[src/rtl/id_ex_stage.sv]
// ID/EX pipeline register for the MIPS datapath: decodes the ID-stage instruction
// and registers operands, extended immediate and control bits for EX.
module id_ex_stage (
    input  logic        clk,
    input  logic        rst,
    input  logic        id_valid,
    input  logic [31:0] id_instr,
    input  logic [31:0] id_rs_data,
    input  logic [31:0] id_rt_data,
    input  logic        stall,
    input  logic        flush,
    output logic        ex_valid,
    output logic [31:0] ex_rs_out,
    output logic [31:0] ex_rt_out,
    output logic [31:0] ex_sign_out,
    output logic        ex_alu_src,
    output logic [3:0]  ex_alu_op,
    output logic [5:0]  ex_funct,
    output logic [4:0]  ex_shamt,
    output logic [4:0]  ex_dest,
    output logic        ex_reg_write,
    output logic        ex_mem_read,
    output logic        ex_mem_write,
    output logic        ex_mem_to_reg,
    output logic        ex_branch,
    output logic        ex_illegal
);
    localparam logic [3:0] ALU_ADD   = 4'b0000;
    localparam logic [3:0] ALU_SUB   = 4'b0001;
    localparam logic [3:0] ALU_AND   = 4'b0010;
    localparam logic [3:0] ALU_OR    = 4'b0011;
    localparam logic [3:0] ALU_SLT   = 4'b0100;
    localparam logic [3:0] ALU_PASSB = 4'b0101;
    localparam logic [3:0] ALU_FUNCT = 4'b1111;

    logic [5:0]  opcode;
    logic [4:0]  rt, rd;
    logic [31:0] sext, zext, upper;

    logic        d_alu_src;
    logic [3:0]  d_alu_op;
    logic [4:0]  d_dest;
    logic        d_reg_write, d_mem_read, d_mem_write, d_mem_to_reg, d_branch, d_illegal;
    logic [31:0] d_imm;

    assign opcode = id_instr[31:26];
    assign rt     = id_instr[20:16];
    assign rd     = id_instr[15:11];
    assign sext   = {{16{id_instr[15]}}, id_instr[15:0]};
    assign zext   = {16'h0000, id_instr[15:0]};
    assign upper  = {id_instr[15:0], 16'h0000};

    always_comb begin
        d_alu_src    = 1'b0;
        d_alu_op     = ALU_ADD;
        d_dest       = 5'd0;
        d_reg_write  = 1'b0;
        d_mem_read   = 1'b0;
        d_mem_write  = 1'b0;
        d_mem_to_reg = 1'b0;
        d_branch     = 1'b0;
        d_illegal    = 1'b0;
        d_imm        = sext;
        case (opcode)
            6'h00: begin
                d_alu_op    = ALU_FUNCT;
                d_dest      = rd;
                d_reg_write = 1'b1;
            end
            6'h23: begin
                d_alu_src    = 1'b1;
                d_dest       = rt;
                d_reg_write  = 1'b1;
                d_mem_read   = 1'b1;
                d_mem_to_reg = 1'b1;
            end
            6'h2B: begin
                d_alu_src   = 1'b1;
                d_mem_write = 1'b1;
            end
            6'h04: begin
                d_alu_op = ALU_SUB;
                d_branch = 1'b1;
            end
            6'h08: begin
                d_alu_src   = 1'b1;
                d_dest      = rt;
                d_reg_write = 1'b1;
            end
            6'h0A: begin
                d_alu_src   = 1'b1;
                d_alu_op    = ALU_SLT;
                d_dest      = rt;
                d_reg_write = 1'b1;
            end
            6'h0C: begin
                d_alu_src   = 1'b1;
                d_alu_op    = ALU_AND;
                d_dest      = rt;
                d_reg_write = 1'b1;
                d_imm       = zext;
            end
            6'h0D: begin
                d_alu_src   = 1'b1;
                d_alu_op    = ALU_OR;
                d_dest      = rt;
                d_reg_write = 1'b1;
                d_imm       = zext;
            end
            6'h0F: begin
                d_alu_src   = 1'b1;
                d_alu_op    = ALU_PASSB;
                d_dest      = rt;
                d_reg_write = 1'b1;
                d_imm       = upper;
            end
            default: d_illegal = 1'b1;
        endcase
    end

    always_ff @(posedge clk) begin
        if (rst || flush) begin
            ex_valid      <= 1'b0;
            ex_rs_out     <= 32'd0;
            ex_rt_out     <= 32'd0;
            ex_sign_out   <= 32'd0;
            ex_alu_src    <= 1'b0;
            ex_alu_op     <= 4'd0;
            ex_funct      <= 6'd0;
            ex_shamt      <= 5'd0;
            ex_dest       <= 5'd0;
            ex_reg_write  <= 1'b0;
            ex_mem_read   <= 1'b0;
            ex_mem_write  <= 1'b0;
            ex_mem_to_reg <= 1'b0;
            ex_branch     <= 1'b0;
            ex_illegal    <= 1'b0;
        end else if (!stall) begin
            // Operand data loads even for an invalid slot; only decode results are gated.
            ex_rs_out     <= id_rs_data;
            ex_rt_out     <= id_rt_data;
            ex_sign_out   <= d_imm;
            ex_valid      <= id_valid;
            ex_alu_src    <= id_valid & d_alu_src;
            ex_alu_op     <= id_valid ? d_alu_op : 4'd0;
            ex_funct      <= id_valid ? id_instr[5:0] : 6'd0;
            ex_shamt      <= id_valid ? id_instr[10:6] : 5'd0;
            ex_dest       <= id_valid ? d_dest : 5'd0;
            ex_reg_write  <= id_valid & d_reg_write;
            ex_mem_read   <= id_valid & d_mem_read;
            ex_mem_write  <= id_valid & d_mem_write;
            ex_mem_to_reg <= id_valid & d_mem_to_reg;
            ex_branch     <= id_valid & d_branch;
            ex_illegal    <= id_valid & d_illegal;
        end
    end
endmodule

[config.mk]
export PLATFORM = sky130hd
export DESIGN_NAME = id_ex_stage
export DESIGN_NICKNAME = d
export VERILOG_FILES = /design/src/rtl/id_ex_stage.sv
export SDC_FILE = /design/constraint.sdc
export NUM_CORES = 1
export LEC_CHECK = 0
export CAP_MARGIN = 5
export CELL_PAD_IN_SITES_DETAIL_PLACEMENT = 0
export CELL_PAD_IN_SITES_GLOBAL_PLACEMENT = 1
export CORE_ASPECT_RATIO = 0.6
export CORE_MARGIN = 3
export CORE_UTILIZATION = 31
export DETAILED_ROUTE_END_ITERATION = 16
export PLACE_DENSITY = 0.85
export REMOVE_ABC_BUFFERS = 1
export SLEW_MARGIN = 20
export SYNTH_ARGS = -nofsm -noshare
export SYNTH_HDL_FRONTEND = slang
export SYNTH_SLANG_ARGS = --single-unit
[constraint.sdc]
create_clock -name clk -period 3.39 [get_ports clk]
set_input_delay 0.678 -clock clk [delete_from_list [all_inputs] [get_ports clk]]
set_output_delay 0.678 -clock clk [all_outputs]
set_load 0.02 [all_outputs]
Word level (Yosys, flattened, before mapping)
Cells that the tools add are included.
{"block": "word_totals", "in_bits": 101, "register_bits": 123, "wordCells": 48, "out_inout_bits": 124}
{"block": "classes", "n_bitwise": 6, "mux": 13, "eq_ne": 8, "n_reduce_logical": 7}
{"operator": "case mux 32 bit (2 select lines)", "count": 1}
{"operator": "== test 6 x 4 -> 1 bit (second input constant)", "count": 5}
{"operator": "case mux 4 bit (6 select lines)", "count": 1}
{"operator": "OR reduction 7 bit", "count": 2}
{"operator": "== test 6 bit (second input constant)", "count": 2}
{"operator": "two-way mux 5 bit", "count": 2}
{"operator": "case mux 5 bit (2 select lines)", "count": 1}
{"operator": "OR reduction 9 bit", "count": 1}
{"operator": "AND 1 bit", "count": 6}
{"operator": "== test 6 x 3 -> 1 bit (second input constant)", "count": 1}
{"operator": "zero test 6 bit", "count": 1}
{"operator": "two-way mux 1 bit", "count": 6}
{"operator": "two-way mux 6 bit", "count": 1}
{"operator": "OR reduction 6 bit", "count": 1}
{"operator": "two-way mux 4 bit", "count": 1}
{"operator": "OR reduction 2 bit", "count": 1}
{"operator": "logical OR 1 bit", "count": 1}

Depth between registers and ports, before layout
Gate-level depths: netlist (run 1).
{"block": "depth", "depth_word": 4, "mapped_depth": 6, "mapped_depth_nobuf": 4}

Worst setup path before layout (run 1)
OpenSTA, ideal clock, no wires.
{"block": "synth_path", "path_type": "input to register", "start": "in id_instr[26]", "end": "reg ex_dest[0]", "arrival_ns": 1.869, "cell_stages": 5, "slack_ns": 1.463, "path_buffers": 1, "setup_ns": 0.058, "required_time_ns": 3.332, "cell_sequence": "buf_6 > or4_4 > nor3_4 > and3_4 > a221o_2"}
{"block": "synth_via", "elab_chain_cells": 4, "elab_cells_between_ends": 10, "classes_between": "6 x eq/ne; 2 x mux; 2 x reduce/logical"}
{"element": "from (decl)", "line_no": "7", "text": "input logic [31:0] id_instr,"}
{"element": "== test 6 x 4 -> 1 bit or == test 6 bit (tied branches)", "line_no": "64", "text": "case (opcode)"}
{"element": "OR reduction 6 bit (no source line)"}
{"element": "case mux 5 bit (2 select lines) *", "line_no": "64"}
{"element": "two-way mux 5 bit *", "line_no": "148", "text": "ex_dest <= id_valid ? d_dest : 5'd0;"}
{"element": "to (signal assigned)", "line_no": "148"}
{"element": "to (decl)", "line_no": "20", "text": "output logic [4:0] ex_dest,"}
Mark *: on every way between the ends. The rest lies on a longest branch, timed or not.
A chain may end at the register's enable or synchronous reset.

Worst setup path after layout (run 1)
{"block": "layout_path", "start": "in id_instr[29]", "end": "reg ex_dest[2]"}
Same word-level chain as after synthesis.

==> results of run 1 <==
cell type report:
class                           instances  area share (%)
Clock buffer                           19           5.864
Clock inverter                         13           2.187
Inverter                                1         0.04969
Multi-Input combinational cell        306           26.16
Sequential cell                       123           32.60
Tap cell                              192           3.180
Timing Repair Buffer                  225           29.97
how the worst max path moves through the flow:
| stage | endpoint | startpoint |
|---|---|---|
| 2_1_floorplan | ex_sign_out[16] | id_instr[30] |
| 3_3_place_gp | ex_dest[3] | id_instr[29] |
| 3_5_place_dp | ex_dest[2] | id_instr[29] |
| 4_1_cts | ex_dest[1] | id_instr[29] |
| 5_1_grt | ex_sign_out[25] | id_instr[29] |
| 6_report | ex_dest[2] | id_instr[29] |
placed cells by master, fill, tap and decap left out, types with 2 or more instances in the layout:
cell type / count
bufinv_16: 3
mux2i_1: 64
dfxtp_1: 123
nor3b_1: 3
nand2_1: 32
buf_12: 2
a21oi_1: 33
clkinvlp_4: 4
nand3_1: 4
a22oi_1: 23
nor2_1: 85
nor2b_1: 2
clkbuf_16: 17
clkinv_2: 2
o21ai_0: 5
nand3b_1: 16
inv_6: 3
a31oi_1: 6
a32oi_1: 2
a221o_2: 5
clkdlybuf4s50_1: 218
buf_4: 4
and3b_1: 2
and3_1: 5
power breakdown:
group | total (mW) | switching (mW) | internal (mW)
sequential | 1.51 | 0.0217 | 1.49
clock | 1.86 | 0.677 | 1.18
combinational | 0.438 | 0.206 | 0.232
routing by layer:
layer | up-vias | routed length, µm | GRT usage (%)
met5 | - | 0 | 0
met4 | 0 | 129 | 5.588
met3 | 13 | 1647 | 8.005
met2 | 172 | 6382 | 26.77
met1 | 1987 | 6268 | 21.52
li1 | 2049 | - | -
cell families after synthesis:
kind of cell	after synthesis	synth area share (%)
xor+xnor	1	0.1900
flops	123	53.41
mux	64	13.89
buf+inv	41	4.043
simple gates	158	16.69
compound gates	83	11.78
tightest hold or removal path, delay by kind of cell, from the launching register on:
kind            cells  cell delay (ns)
compound gates      1             0.05
flops               1             0.31
simple gates        1             0.06
through the flow:
stage          utilization, %  hold WS (ns)  area [µm²]  power, mW
2_1_floorplan               -        0.5356        4428      1.700
3_3_place_gp            49.33        0.4485        6945      1.968
6_report                53.65        0.4647        7553      3.805
4_1_cts                 53.65        0.4642        7553      3.862
5_1_grt                 53.65        0.4826        7553      3.948
3_5_place_dp            49.33        0.4550        6945      1.978
==> results.py, run 1 <==
metrics = {
    "run_status": {
        "status": "complete, no violations",
    },
    "cells_and_area": {
        "fin_cells": 879,
        "drive_gt1_share_pct": 7.715,
        "reg_top3": "ex_rs_out (32), ex_rt_out (32), ex_sign_out (32)",
        "multi_input_area_um2": 1976,
        "syn2layout_area_growth_pct": 63.83,
        "seqCellArea_um2": 2462,
        "num-nets-final": 775,
        "antennaDiodeCount": 0,
        "fill_cells": 1248,
    },
    "sta": {
        "clock_skew_ns": 0,
        "period_needed_ns": 2.297,
        "min_period_over_period_pct": 67.76,
        "relSlewSlack_pct": 46.69,
        "finalSetupTns_ns": 0,
        "postLayoutSetupSlackWorst_ns": 1.093,
        "final_hold_viol_count": 0,
        "rsz0062_at_grt": "no",
        "worstMarginPinSlew_ns": 0.7995,
        "max_freq_mhz": 435.4,
        "slew_viol_final": 0,
        "finalSetupViolCount": 0,
    },
    "yosys": {
        "synth_top_cell_by_area": "dfxtp_1",
        "yosysSeqAreaShare_pct": 53.41,
        "synth_seq_cells": 123,
        "yosysUniqueCellTypes": 39,
        "async_flop_share_pct": 0,
        "synthFlopType": "dfxtp_1",
        "synthCells": 470,
        "synth_commonest_cells": "dfxtp_1 (123), nor2_1 (85), mux2i_1 (64), a21oi_1 (33), nand2_1 (32)",
        "yosysWarnings": 0,
        "synth.most_common_cell": "dfxtp_1",
        "synth_enable_flop_cells": 0,
        "synth.top_cell.area_share_pct": 53.41,
        "synth_area_um2": 4611,
        "syn_area_per_cell_um2": 9.810,
        "synth_area_leaders": "dfxtp_1 (53%), mux2i_1 (14%), nor2_1 (6.9%), a22oi_1 (3.7%), a21oi_1 (3.6%)",
    },
    "clock_network": {
        "post_cts_hold_buffer_count": 0,
        "post-cts-setup-buffers": 0,
        "cts_max_level": 4,
        "cts-root-buf": "clkbuf_16",
        "clkSlewWorstSetupHoldPaths_ns": 0.06,
        "cts.sinks": 123,
        "cts_resized": 0,
        "cts_tree": "done",
        "cts_buffer_depth": 2,
        "insertion_delay_ns": 0.40,
        "cts_inserted_buffers": 17,
    },
    "critical_path": {
        "reg2regPathDepth": 2,
        "path_max_fanout": 12,
        "worstPathBufferInverterCount": 1,
        "reg2reg_to": "ex_dest[3]",
        "crit_slowest_cell": "clkdlybuf4s50_1",
        "max_stage_delay_ns": 0.68,
        "r2r-start": "ex_dest[3]",
        "cp_top_family": "compound AO/OA/AOI/OAI gates",
        "crit_chain": "clkdlybuf4s50_1 > nor4bb_1 > o21ai_1 > a21oi_1 > a221o_2",
        "worstPathArrival_ns": 2.65,
        "rrSetupSlack_ns": 2.51,
        "cp.depth": 5,
        "required_ns": 3.74,
        "cp-end-kind": "flip-flop",
        "startpoint_type": "input port",
        "path_class": "in -> reg",
    },
    "floorplanning": {
        "die_area_um2": 16420,
        "start_util_pct": 32.75,
        "num_rows": 33,
        "core_um2": 14080,
        "dieWidth_um": 163.4,
        "fp.dieH_um": 100.5,
        "pin_count": 225,
    },
    "detailed_routing": {
        "detail-route-antenna-nets": 0,
        "wl_um": 14430,
        "drt_iter0_drc": 188,
        "drc": 0,
        "avgRoutedWirePerCell_um": 16.41,
        "vias": 4221,
        "dr.pass1.iters": 4,
        "vias_per_cell": 4.802,
    },
    "hold_path": {
        "hp-start": "ex_sign_out[3]",
        "holdPathStages": 2,
        "holdCritPathClass": "reg -> reg",
        "whs_endpoint": "ex_sign_out[3]",
    },
    "pwr": {
        "p_per_area_nw_per_um2": 503.8,
        "leakage_nw": 2.870,
        "peakVddDrop_mv": 0.3016,
    },
    "grt": {
        "grt_pass1_vias": 4205,
        "track_usage_pct": 17.28,
        "grt_pass1_wl_um": 22240,
        "grt_max_degree": 97,
        "antenna_found_initial": 0,
        "grt-ovfl-total": 0,
    },
    "placement": {
        "dp_slack_ns": 0.6934,
        "gp_congestion": 0.8186,
        "dp.cells": 847,
        "hpwl_um": 10140,
        "numPortBuffers": 219,
    },
    "flow_run": {
        "cap_viol_max_count": 0,
    },
}
No activity file was read; power rests on OpenSTA's default activity.
==> run 2: changes to the inputs <==
--- a/config.mk
+++ b/config.mk
@@ -10,9 +10,9 @@
 export CELL_PAD_IN_SITES_GLOBAL_PLACEMENT = 1
 export CORE_ASPECT_RATIO = 0.6
 export CORE_MARGIN = 3
-export CORE_UTILIZATION = 31
+export CORE_UTILIZATION = 26
 export DETAILED_ROUTE_END_ITERATION = 16
-export PLACE_DENSITY = 0.85
+export PLACE_DENSITY = 0.76
 export REMOVE_ABC_BUFFERS = 1
 export SLEW_MARGIN = 20
 export SYNTH_ARGS = -nofsm -noshare
==> constraint.sdc (replaced) <==
create_clock -name clk -period 2.1 [get_ports clk]
set_input_delay 0.42 -clock clk [delete_from_list [all_inputs] [get_ports clk]]
set_output_delay 0.42 -clock clk [all_outputs]
set_load 0.02 [all_outputs]
==> run 2 against run 1 <==
Effect of this change:
- final cell count grew 7.3%
- die area grew 18%
- flip-flop and latch count is the same
- power grew 64%
- first-iteration DRC count grew 20%
- critical endpoint is now ex_mem_to_reg
- non-clock buffer count grew 22
- sequential power grew 62%
- wire length grew 2.1%
- register-to-register slack lost 1.3 ns
- largest power group unchanged
- critical path type is now reg -> out
==> results.py, run 2 (same netlist as run 1, synthesis figures left out) <==
metrics = {
    "critical_path": {
        "crit_chain": "clkdlybuf4s50_1",
        "reg2regPathDepth": 2,
        "worstPathBufferInverterCount": 1,
        "worstPathArrival_ns": 1.39,
        "required_ns": 1.68,
        "cp.depth": 1,
        "startpoint_type": "flip-flop",
        "cp_top_family": "buffers and inverters",
        "max_stage_delay_ns": 0.63,
        "crit_slowest_cell": "clkdlybuf4s50_1",
        "cp-end-kind": "primary output",
        "path_class": "reg -> out",
        "path_max_fanout": 3,
    },
    "sta": {
        "rsz0062_at_grt": "no",
        "max_freq_mhz": 552.1,
        "relSlewSlack_pct": 69.14,
        "min_period_over_period_pct": 86.26,
        "clock_skew_ns": 0,
        "postLayoutSetupSlackWorst_ns": 0.2886,
        "worstMarginPinSlew_ns": 0.4629,
        "finalSetupViolCount": 0,
        "period_needed_ns": 1.811,
        "slew_viol_final": 0,
        "final_hold_viol_count": 0,
    },
    "clock_network": {
        "clkSlewWorstSetupHoldPaths_ns": 0.06,
        "post-cts-setup-buffers": 0,
        "cts_inserted_buffers": 17,
        "cts_buffer_depth": 2,
        "cts-root-buf": "clkbuf_16",
        "insertion_delay_ns": 0.39,
        "cts_tree": "done",
        "cts_max_level": 4,
        "post_cts_hold_buffer_count": 0,
        "cts_resized": 0,
        "cts.sinks": 123,
    },
    "cells_and_area": {
        "final_common_cell": "clkdlybuf4s50_1",
        "mostFrequentLayoutCells": "clkdlybuf4s50_1 (218), dfxtp_1 (123), nor2_1 (85), mux2i_1 (64), a21oi_1 (33)",
        "drive_gt1_share_pct": 10.44,
        "num-nets-final": 797,
        "fin_cells": 943,
        "antennaDiodeCount": 0,
        "fin_util_pct": 45.17,
        "syn2layout_area_growth_pct": 69.17,
        "design_area_um2": 7800,
        "reg_top3": "ex_rs_out (32), ex_rt_out (32), ex_sign_out (32)",
    },
    "placement": {
        "numPortBuffers": 219,
        "gp_congestion": 0.7916,
        "hpwl_um": 10820,
        "placed_cell_area_um2": 7176,
        "dp_slack_ns": -0.01285,
        "dp.cells": 911,
    },
    "grt": {
        "grt_max_degree": 76,
        "track_usage_pct": 14.95,
        "grt_pass1_wl_um": 22770,
        "grt-ovfl-total": 0,
        "antenna_found_initial": 0,
        "grt_pass1_vias": 4148,
    },
    "detailed_routing": {
        "detail-route-antenna-nets": 0,
        "drt_iter0_drc": 225,
        "vias_per_cell": 4.505,
        "vias": 4248,
        "dr.pass1.iters": 4,
        "drc": 0,
        "wl_um": 14720,
        "avgRoutedWirePerCell_um": 15.61,
    },
    "flow_run": {
        "cap_viol_max_count": 0,
    },
    "floorplanning": {
        "die_area_um2": 19420,
        "core_um2": 17270,
        "dieWidth_um": 177.9,
        "start_util_pct": 26.70,
        "num_rows": 37,
        "pin_count": 225,
        "fp.dieH_um": 109.2,
    },
    "pwr": {
        "peakVddDrop_mv": 0.3940,
        "p_per_area_nw_per_um2": 801.1,
        "leakage_nw": 2.991,
    },
    "run_status": {
        "status": "complete, no violations",
    },
    "hold_path": {
        "holdPathStages": 3,
        "holdCritPathClass": "in -> reg",
    },
}
-- run 2: changes by cell type in the layout (fill, tap and decap cells not counted) --
| cell | before | now |
|---|---|---|
| clkinv_4 | 1 | 3 |
| clkbuf_8 | 1 | 0 |
| buf_12 | 2 | 3 |
| clkinvlp_4 | 4 | 3 |
| clkinv_2 | 2 | 1 |
| bufinv_16 | 3 | 4 |
| clkbuf_1 | 1 | 2 |
| buf_4 | 4 | 25 |
| inv_6 | 3 | 2 |
-- run 2: cell type report --
cell class | count | area (µm²)
flip-flops and latches | 123 | 2462
fillers | 1591 | 9468
clock buffers | 19 | 432.9
multi-input cells | 306 | 1976
clock inverters | 13 | 191.4
well taps | 234 | 292.8
inverters | 1 | 3.754
repair buffers | 247 | 2441
-- run 2: routing by layer --
layer,global-route usage [%],up-vias,share of wire [%]
li1,-,2082,-
met1,20.03,1992,46
met2,22.49,164,43
met3,6.019,10,9.9
met4,3.583,0,0.86
met5,0,-,0
-- run 2: worst paths after layout --
path                            slack [ns]            from         endpoint
worst min register to register        0.46  ex_sign_out[5]   ex_sign_out[5]
worst min-delay path                  0.41           stall  ex_sign_out[11]
worst max register to register        1.22      ex_dest[4]       ex_dest[4]
worst max-delay path                  0.29   ex_mem_to_reg    ex_mem_to_reg
-- run 2: power by group --
part           internal, mW  switching [mW]  total, mW
clock                  2.00            1.08       3.08
combinational         0.397           0.338      0.735
sequential             2.40          0.0353       2.44
total                  4.80            1.45       6.25
-- run 2: through the flow --
stage / power (mW) / hold WS [ns] / TNS [ns]
6_report: 6.249 / 0.4094 / 0
5_1_grt: 6.522 / 0.4065 / 0
4_1_cts: 6.353 / 0.3859 / 0
3_5_place_dp: 3.224 / 0.4579 / -0.04815
3_3_place_gp: 3.208 / 0.4498 / -0.04015
2_1_floorplan: 2.744 / 0.5356 / 0
==> run 3: changes to the inputs <==
--- a/config.mk
+++ b/config.mk
@@ -5,7 +5,6 @@
 export SDC_FILE = /design/constraint.sdc
 export NUM_CORES = 1
 export LEC_CHECK = 0
-export CAP_MARGIN = 5
 export CELL_PAD_IN_SITES_DETAIL_PLACEMENT = 0
 export CELL_PAD_IN_SITES_GLOBAL_PLACEMENT = 1
 export CORE_ASPECT_RATIO = 0.6
==> results of run 3 <==
The final DEF is identical to that of run 2; final timing and power are the same.
